`config.mk`:
```
export PLATFORM = sky130hd
export DESIGN_NAME = instr_loader_flat
export DESIGN_NICKNAME = d
export VERILOG_FILES = /design/src/rtl/instr_loader_pkg.sv /design/src/rtl/instr_loader_if.sv /design/src/rtl/instr_loader_byte_packer.sv /design/src/rtl/instr_loader.sv /design/src/flat_wrapper.sv
export SDC_FILE = /design/constraint.sdc
export NUM_CORES = 1
export LEC_CHECK = 0
export CAP_MARGIN = 20
export CELL_PAD_IN_SITES_DETAIL_PLACEMENT = 1
export CELL_PAD_IN_SITES_GLOBAL_PLACEMENT = 1
export CORE_UTILIZATION = 46
export DETAILED_ROUTE_END_ITERATION = 10
export PLACE_DENSITY_LB_ADDON = 0.1
export SYNTH_ARGS = -nofsm -noshare
export SYNTH_HDL_FRONTEND = slang
export SYNTH_SLANG_ARGS = --single-unit
```
`constraint.sdc`:
```
create_clock -name clk -period 5.9 [get_ports clk]
set_clock_uncertainty 0.15 [all_clocks]
set_input_delay 1.18 -clock clk [delete_from_list [all_inputs] [get_ports clk]]
set_output_delay 1.18 -clock clk [all_outputs]
set_load 0.01 [all_outputs]
```
`src/rtl/instr_loader_pkg.sv`:
```
// Shared types and constants for the instruction loader.
// LOADER_CHECKSUM_EN adds the CHECK state used by the trailing checksum byte.
`timescale 1ns/1ps
package instr_loader_pkg;

    localparam int INSTR_W = 32;
    localparam int BYTE_W  = 8;

    typedef enum logic [2:0] {
        IDLE,
        COLLECT,
        WRITE,
`ifdef LOADER_CHECKSUM_EN
        CHECK,
`endif
        DONE
    } loader_state_t;

endpackage

```
`src/rtl/instr_loader_if.sv`:
```
// Byte-stream input and instruction-memory store bus of the loader.
// master = the loader, slave = byte source / instruction memory side.
`timescale 1ns/1ps
interface instr_loader_if #(
    parameter int ADDR_W = 6
);
    import instr_loader_pkg::*;

    logic [BYTE_W-1:0]  byte_in;
    logic               byte_valid;
    logic               byte_ready;
    logic               store_en;
    logic [ADDR_W-1:0]  store_address;
    logic [INSTR_W-1:0] store_data;

    modport master (
        input  byte_in, byte_valid,
        output byte_ready, store_en, store_address, store_data
    );

    modport slave (
        output byte_in, byte_valid,
        input  byte_ready, store_en, store_address, store_data
    );

endinterface

```
`src/rtl/instr_loader_byte_packer.sv`:
```
// Little-endian byte-to-word assembler: first byte lands in [7:0].
// word/word_valid are combinational so the word is usable on the fourth accepting edge.
`timescale 1ns/1ps
module byte_packer
    import instr_loader_pkg::*;
(
    input  logic               clk,
    input  logic               reset,
    input  logic               clear,
    input  logic               accept,
    input  logic [BYTE_W-1:0]  byte_in,
    output logic               word_valid,
    output logic [INSTR_W-1:0] word
);

    logic [1:0]                byte_idx_q;
    logic [INSTR_W-BYTE_W-1:0] shift_q;

    always_ff @(posedge clk or posedge reset) begin
        if (reset) begin
            byte_idx_q <= '0;
            shift_q    <= '0;
        end else if (clear) begin
            byte_idx_q <= '0;
        end else if (accept) begin
            byte_idx_q <= byte_idx_q + 2'd1;
            shift_q    <= {byte_in, shift_q[INSTR_W-BYTE_W-1:BYTE_W]};
        end
    end

    assign word_valid = accept && (byte_idx_q == 2'd3);
    assign word       = {byte_in, shift_q};

endmodule

```
`src/rtl/instr_loader.sv`:
```
// Serial-byte instruction loader: writes len words into instruction memory, holding the core.
// Define LOADER_CHECKSUM_EN to require a trailing XOR checksum byte before completion.
`timescale 1ns/1ps
module instr_loader
    import instr_loader_pkg::*;
#(
    parameter int DEPTH  = 64,
    parameter int ADDR_W = 6
) (
    input  logic           clk,
    input  logic           reset,
    input  logic           load_start,
    input  logic [6:0]     load_len,
    input  logic           load_abort,
    instr_loader_if.master bus,
    output logic           core_hold,
    output logic           load_busy,
    output logic           load_done,
    output logic           load_err
);

    localparam int LEN_W = ADDR_W + 1;

    loader_state_t      state_q, state_d;
    logic [LEN_W-1:0]   len_q, word_cnt_q, len_clamped;
    logic [ADDR_W-1:0]  addr_q;
    logic [INSTR_W-1:0] data_q;
    logic               start_ok, abort_now, pack_accept, pack_clear;
    logic               word_valid, byte_ready, store_en;
    logic [INSTR_W-1:0] word;
`ifdef LOADER_CHECKSUM_EN
    logic [BYTE_W-1:0]  xor_q;
`endif

    assign len_clamped = (32'(load_len) > DEPTH) ? LEN_W'(DEPTH) : LEN_W'(load_len);
    assign abort_now   = load_abort && (state_q != IDLE);
    // Kept independent of byte_ready so the packer's word_valid feeds the FSM without a loop.
    assign pack_accept = (state_q == COLLECT) && bus.byte_valid && !load_abort;
    assign pack_clear  = start_ok || abort_now;

    byte_packer u_packer (
        .clk        (clk),
        .reset      (reset),
        .clear      (pack_clear),
        .accept     (pack_accept),
        .byte_in    (bus.byte_in),
        .word_valid (word_valid),
        .word       (word)
    );

    always_comb begin
        state_d    = state_q;
        byte_ready = 1'b0;
        store_en   = 1'b0;
        load_done  = 1'b0;
        start_ok   = 1'b0;
        case (state_q)
            IDLE: begin
                if (load_start && (load_len != '0)) begin
                    start_ok = 1'b1;
                    state_d  = COLLECT;
                end
            end
            COLLECT: begin
                byte_ready = 1'b1;
                if (word_valid) state_d = WRITE;
            end
            WRITE: begin
                store_en = 1'b1;
                if ((word_cnt_q + LEN_W'(1)) == len_q) begin
`ifdef LOADER_CHECKSUM_EN
                    state_d = CHECK;
`else
                    state_d = DONE;
`endif
                end else begin
                    state_d = COLLECT;
                end
            end
`ifdef LOADER_CHECKSUM_EN
            CHECK: begin
                byte_ready = 1'b1;
                if (bus.byte_valid) state_d = (bus.byte_in == xor_q) ? DONE : IDLE;
            end
`endif
            DONE: begin
                load_done = 1'b1;
                state_d   = IDLE;
            end
            default: state_d = IDLE;
        endcase
        if (abort_now) begin
            state_d   = IDLE;
            store_en  = 1'b0;
            load_done = 1'b0;
        end
    end

    always_ff @(posedge clk or posedge reset) begin
        if (reset) begin
            state_q    <= IDLE;
            len_q      <= '0;
            word_cnt_q <= '0;
            addr_q     <= '0;
            data_q     <= '0;
            load_err   <= 1'b0;
`ifdef LOADER_CHECKSUM_EN
            xor_q      <= '0;
`endif
        end else begin
            state_q <= state_d;
            if (start_ok) begin
                len_q      <= len_clamped;
                word_cnt_q <= '0;
                load_err   <= 1'b0;
            end
            // Address/data registered on the assembling edge so they stay put outside WRITE.
            if (word_valid) begin
                addr_q <= word_cnt_q[ADDR_W-1:0];
                data_q <= word;
            end
            if ((state_q == WRITE) && !load_abort) word_cnt_q <= word_cnt_q + LEN_W'(1);
            if (abort_now) load_err <= 1'b1;
`ifdef LOADER_CHECKSUM_EN
            if (start_ok) xor_q <= '0;
            else if (pack_accept) xor_q <= xor_q ^ bus.byte_in;
            if ((state_q == CHECK) && bus.byte_valid && !load_abort && (bus.byte_in != xor_q))
                load_err <= 1'b1;
`endif
        end
    end

    assign load_busy         = (state_q != IDLE);
    assign core_hold         = load_busy;
    assign bus.byte_ready    = byte_ready;
    assign bus.store_en      = store_en;
    assign bus.store_address = addr_q;
    assign bus.store_data    = data_q;

endmodule

```
`src/flat_wrapper.sv`:
```
// flat-port wrapper written by rule: the top's interface ports become plain ports
module instr_loader_flat import instr_loader_pkg::*;
#(
    parameter int DEPTH  = 64,
    parameter int ADDR_W = 6
)
  (clk, reset, load_start, load_len, load_abort, core_hold, load_busy, load_done, load_err, bus_byte_in, bus_byte_valid, bus_byte_ready, bus_store_en, bus_store_address, bus_store_data);
  instr_loader_if #(.ADDR_W(ADDR_W)) bus_i ();
  input  logic clk;
  input  logic reset;
  input  logic load_start;
  input  logic [6:0] load_len;
  input  logic load_abort;
  output logic core_hold;
  output logic load_busy;
  output logic load_done;
  output logic load_err;
  input wire logic [$bits(bus_i.byte_in)-1:0] bus_byte_in;
  input wire logic [$bits(bus_i.byte_valid)-1:0] bus_byte_valid;
  output wire logic [$bits(bus_i.byte_ready)-1:0] bus_byte_ready;
  output wire logic [$bits(bus_i.store_en)-1:0] bus_store_en;
  output wire logic [$bits(bus_i.store_address)-1:0] bus_store_address;
  output wire logic [$bits(bus_i.store_data)-1:0] bus_store_data;
  assign bus_i.byte_in = bus_byte_in;
  assign bus_i.byte_valid = bus_byte_valid;
  assign bus_byte_ready = bus_i.byte_ready;
  assign bus_store_en = bus_i.store_en;
  assign bus_store_address = bus_i.store_address;
  assign bus_store_data = bus_i.store_data;
  instr_loader #(.DEPTH(DEPTH), .ADDR_W(ADDR_W)) u_core (.clk(clk), .reset(reset), .load_start(load_start), .load_len(load_len), .load_abort(load_abort), .bus(bus_i), .core_hold(core_hold), .load_busy(load_busy), .load_done(load_done), .load_err(load_err));
endmodule
```
==> out/results.ini, run 1 <==
[timing]
final_hold_viol_count = 0
rsz0062_at_grt = no
fin_tns_setup_ps = 0
slew_headroom_pct = 41.98
period_share_pct = 73.82
post-route-min-period_ps = 4355
tightest_slew_ps = 869.3
setup_violations = 0
fmax_mhz = 229.6
hold_ws_ps = 330.3
maxSlewViolCount = 0
setup_slack_ps = 1545

[routing]
vias_per_cell = 5.186
vias = 2225
drt_iter0_markers = 57
first_pass_iters = 4
wl_per_cell_um = 16.66
drcViolationCount = 0
ant_nets = 0
routed_wirelength_um = 7146

[critical_path]
critPathMaxFanout = 12
worstPathArrival_ps = 3030
crit_chain = clkdlybuf4s50_1 > or3b_1 > clkinv_1 > clkdlybuf4s50_1
path_common_cell = clkdlybuf4s50_1
regToRegEndpoint = u_core.bus.store_data[13]$_DFFE_PP0P_
reg2regPathDepth = 4
max_stage_delay_ps = 570
cp.required_ps = 4570
rr_startpoint = u_core.state_q[1]$_DFFE_PP0P_
startpoint_type = input pin
critPathKind = input pin to output port
crit_path_end_kind = output port
r2r_setup_slack_ps = 3590
crit_slowest_cell = or3b_1

[synthesis]
syn_inst = 262
synth-adder-area-share_pct = 0.6928
synth_edf_count = 0
synth_xor_area_share_pct = 2.078
synth_top_family_by_area = multiplexers
async_reset_ff_share_pct = 100.0
yosys.area.top_type = dfrtp_1
synth-simple-area-share_pct = 8.902
synth_mux_area_share_pct = 24.04
syn_nets = 284
ys_seq_area_share_pct = 56.11
syn_avg_cell_area_um2 = 13.79
synth-seq-cells = 81
ys_types = 41
syn_area_um2 = 3612
yosysMostFrequentCell = dfrtp_1
synth_commonest_cells = dfrtp_1 (81), mux2_4 (35), mux2_2 (26)
synth_compound_area_share_pct = 4.607
yosys_warnings = 0
synth_area_leaders = dfrtp_1 (56%), mux2_4 (15%), mux2_2 (8.1%)
netlist.area_leader.share_pct = 56.11
ys.flop_type = dfrtp_1

[die]
chipWidth_um = 90.62
io_pins = 64
dieArea_um2 = 8211
rows = 31
die_height_um = 90.62
initial_core_util_pct = 48.76
coreArea_um2 = 7408

[power_and_ir_drop]
p_per_area_nw_per_um2 = 316.6
ir_drop_mv = 0.1406
p_leak_nw = 2.120

[hold_path]
min_path_type = flip-flop to flip-flop
min_to = u_core.load_err$_DFFE_PP0P_
holdCritStartpoint = u_core.load_err$_DFFE_PP0P_
hold_path_depth = 2

[layout]
post-route-util_pct = 61.09
fillers = 722
finish.net_count = 347
diodes = 0
register_area_um2 = 2027
syn_to_final_growth_pct = 25.29
multiInputGateArea_um2 = 1456
drive_above_1_share_pct = 25.15
finalNonFillerCells = 429

[clocking]
insertion_delay_ps = 350
cts.clk_slew.worst_paths_ps = 80
cts_root_buf = clkbuf_8
cts_sinks = 81
cts-buffers-inserted = 9
cts_tree = built
htreeDepth = 3
cts.repair.resized = 0
post-cts-setup-buffers = 0
ctsHoldBuffers = 0
clock_path_buffers = 2

[placement]
place_hpwl_um = 4873
port-buffer-count = 63
place_ws_ps = 1543
gp_congestion = 0.7775
dp.cells = 413

[global_routing]
grt_pass1_vias = 2363
antenna_found_initial = 0
gr-total-overflow = 0
grt_pass1_wl_um = 12250
track_usage_pct = 19.19
grt_max_degree = 50

[run_status]
outcome = finished clean

[job]
maxCapViolCount = 0

[layer usage]
metal / GRT usage, % / up-vias / wire [µm]
li1: - / 1047 / -
met1: 25.90 / 1125 / 3279
met2: 30.62 / 44 / 3546
met3: 3.283 / 9 / 209
met4: 8.065 / 0 / 111
met5: 0 / - / 0
[worst max-delay path: cells and delay by family]
family | cells | cell delay (ps)
buffers and inverters | 3 | 1280
AND/OR/NAND/NOR | 1 | 570
[sequential cells by signal, indices dropped and copies added (netlist names)]
signal and count:
u_core.u_packer.shift_q 24, u_core.bus.store_data 32, u_core.word_cnt_q 7, u_core.bus.store_address 6
u_core.load_err 1, u_core.len_q 7, u_core.u_packer.byte_idx_q 2, u_core.state_q 2
[placed cells by master, fill, tap and decap left out, drive strengths merged, types with 2 or more instances in the layout]
cell type and instances:
a21oi 3, a31oi 3, and3 2, buf 2, bufinv 3, clkbuf 10, clkdlybuf4s50 63, clkinv 4
dfrtp 81, ha 2, inv 3, mux2 61, mux2i 5, nand2 23, nand2b 6, nand3 7
nand4 3, nor2 5, nor2b 2, o21ai 15, or3 2, or3b 3, xnor2 4, xor2 2
[per-stage QoR]
| step | instance area (µm²) | power (mW) |
|---|---|---|
| final | 4526 | 1.433 |
| after global routing | 4526 | 1.508 |
| after CTS | 4526 | 1.454 |
| after detailed placement | 4273 | 0.9504 |
| after global placement | 4273 | 0.9312 |
| after floorplan | 3612 | 0.8571 |
[cells by family after synthesis]
| group | count (synthesis) |
|---|---|
| AO/OA/AOI/OAI | 28 |
| buffers and inverters | 18 |
| adder cells (fa/ha/maj) | 2 |
| AND/OR/NAND/NOR | 60 |
| multiplexers | 66 |
| flip-flops | 81 |
| XOR/XNOR | 7 |
[report_power, final]
part / switching [mW] / internal (mW)
Clock: 0.203 / 0.294
Combinational: 0.0816 / 0.135
Sequential: 0.0677 / 0.652
[worst max-delay path by stage]
stage / endpoint / from / slack (ps) / depth (start not counted)
floorplan: u_core.bus.store_address[0]$_DFFE_PP0P_ / reset / 2490 / 1
global placement: bus_store_en / load_abort / 1580 / 4
detailed placement: bus_store_en / load_abort / 1540 / 4
CTS: bus_store_en / load_abort / 1530 / 4
global route: bus_store_en / load_abort / 1470 / 4
finish: bus_store_en / load_abort / 1540 / 4
[layout make-up]
| class | count | share of cell area (%) |
|---|---|---|
| Tap cell | 99 | 2.737 |
| Inverter | 5 | 0.4424 |
| Clock buffer | 10 | 3.041 |
| Timing Repair Buffer | 65 | 14.27 |
| Multi-Input combinational cell | 163 | 32.18 |
| Clock inverter | 6 | 2.544 |
| Sequential cell | 81 | 44.79 |
(Power assumes the default switching activity.)
==> run 2, diff against run 1 <==
- CORE_UTILIZATION: 46 -> 38
- clock period: 5.9 -> 3.55 ns (I/O delays scaled with it)
==> run 2 against run 1 <==
- via count increased by 0.63%
- non-clock buffer count up 4
- final cell count is 7.9% higher
- worst setup slack worse by 1200 ps
- sequential power is 65% higher
- first-iteration DRC count is 12% higher
- clock-buffer cell count fell by 1
- largest power group unchanged
==> out/results.ini, run 2 (same netlist as run 1, synthesis figures left out) <==
[die]
chipWidth_um = 99.50
die_height_um = 99.50
coreArea_um2 = 9240
io_pins = 64
dieArea_um2 = 9899
initial_core_util_pct = 39.09
rows = 35

[critical_path]
startpoint_type = input pin
reg2regPathDepth = 4
critPathMaxFanout = 7
crit_path_end_kind = output port
crit_slowest_cell = clkdlybuf4s50_1
worstPathArrival_ps = 2340
cp.required_ps = 2690
crit_chain = clkdlybuf4s50_1 > or3b_1 > clkinv_1 > clkdlybuf4s50_1
path_common_cell = clkdlybuf4s50_1
max_stage_delay_ps = 560
critPathKind = input pin to output port

[clocking]
cts.repair.resized = 0
cts-buffers-inserted = 9
cts_tree = built
ctsHoldBuffers = 0
htreeDepth = 3
insertion_delay_ps = 350
cts_root_buf = clkbuf_8
cts.clk_slew.worst_paths_ps = 90
cts_sinks = 81
post-cts-setup-buffers = 0
clock_path_buffers = 2

[timing]
final_hold_viol_count = 0
rsz0062_at_grt = no
post-route-min-period_ps = 3196
period_share_pct = 90.03
setup_slack_ps = 354.1
fin_tns_setup_ps = 0
setup_violations = 0
maxSlewViolCount = 0
tightest_slew_ps = 679.7
slew_headroom_pct = 54.63
fmax_mhz = 312.9

[power_and_ir_drop]
ir_drop_mv = 0.1767
p_per_area_nw_per_um2 = 491.8
p_leak_nw = 2.133

[layout]
largest_reg_flops = 32
final_common_cell = dfrtp_1
syn_to_final_growth_pct = 26.64
finish.net_count = 351
drive_above_1_share_pct = 26.05
diodes = 0
final_cell_mix = dfrtp_1 (81), clkdlybuf4s50_1 (63), mux2_4 (35)

[placement]
place_ws_ps = 354.5
place_hpwl_um = 4921
port-buffer-count = 63
gp_congestion = 0.8180

[job]
maxCapViolCount = 0

[hold_path]
min_path_type = flip-flop to flip-flop
hold_path_depth = 2

[routing]
first_pass_iters = 4
wl_per_cell_um = 15.04
drt_iter0_markers = 64
vias = 2239
vias_per_cell = 4.836
drcViolationCount = 0
ant_nets = 0
routed_wirelength_um = 6963

[global_routing]
track_usage_pct = 15.74
grt_max_degree = 46
gr-total-overflow = 0
grt_pass1_vias = 2318
grt_pass1_wl_um = 11970
antenna_found_initial = 0

[run_status]
outcome = finished clean

[run 2: stage by stage]
stage	instances	hold slack, ps	instance area, µm²	util, %	power (mW)
after floorplan	262	313.0	3612	-	1.424
after global placement	447	311.4	4365	47.24	1.564
after detailed placement	447	326.1	4365	47.24	1.578
after CTS	463	348.0	4574	49.51	2.293
after global routing	463	362.5	4574	49.51	2.389
final	463	340.8	4574	49.51	2.250
[run 2: layout make-up]
cell class,count,area (µm²)
fillers,950,4666
flip-flops and latches,81,2027
multi-input cells,163,1456
repair buffers,69,700.7
well taps,129,161.4
clock buffers,9,123.9
clock inverters,7,85.08
inverters,5,20.02
[run 2: routing by layer]
layer  vias up  share of wire, %  global-route usage (%)
met4         0               1.3                   6.787
met3         8               3.0                   3.092
met5         -                 0                       0
met2        43                50                   24.95
met1      1128                46                   21.10
li1       1060                 -                       -
[run 2: report_power, final]
group	switching (mW)	internal, mW
logic	0.129	0.228
registers	0.108	1.08
clock network	0.362	0.340
total	0.599	1.65
[run 2: final timing paths]
path,start,end,slack [ps]
setup / recovery,load_abort,bus_store_en,350
hold / removal,u_core.load_err$_DFFE_PP0P_,u_core.load_err$_DFFE_PP0P_,340
setup reg to reg,u_core.state_q[1]$_DFFE_PP0P_,u_core.bus.store_data[21]$_DFFE_PP0P_,1600
hold reg to reg,u_core.load_err$_DFFE_PP0P_,u_core.load_err$_DFFE_PP0P_,340
max in group asynchronous,reset,u_core.bus.store_data[6]$_DFFE_PP0P_,1980
min in group asynchronous,reset,u_core.word_cnt_q[0]$_DFFE_PP0P_,610
[run 2: critical path, delay by kind of cell]
family,cells,cell delay [ps]
buffers and inverters,3,1210
AND/OR/NAND/NOR,1,410
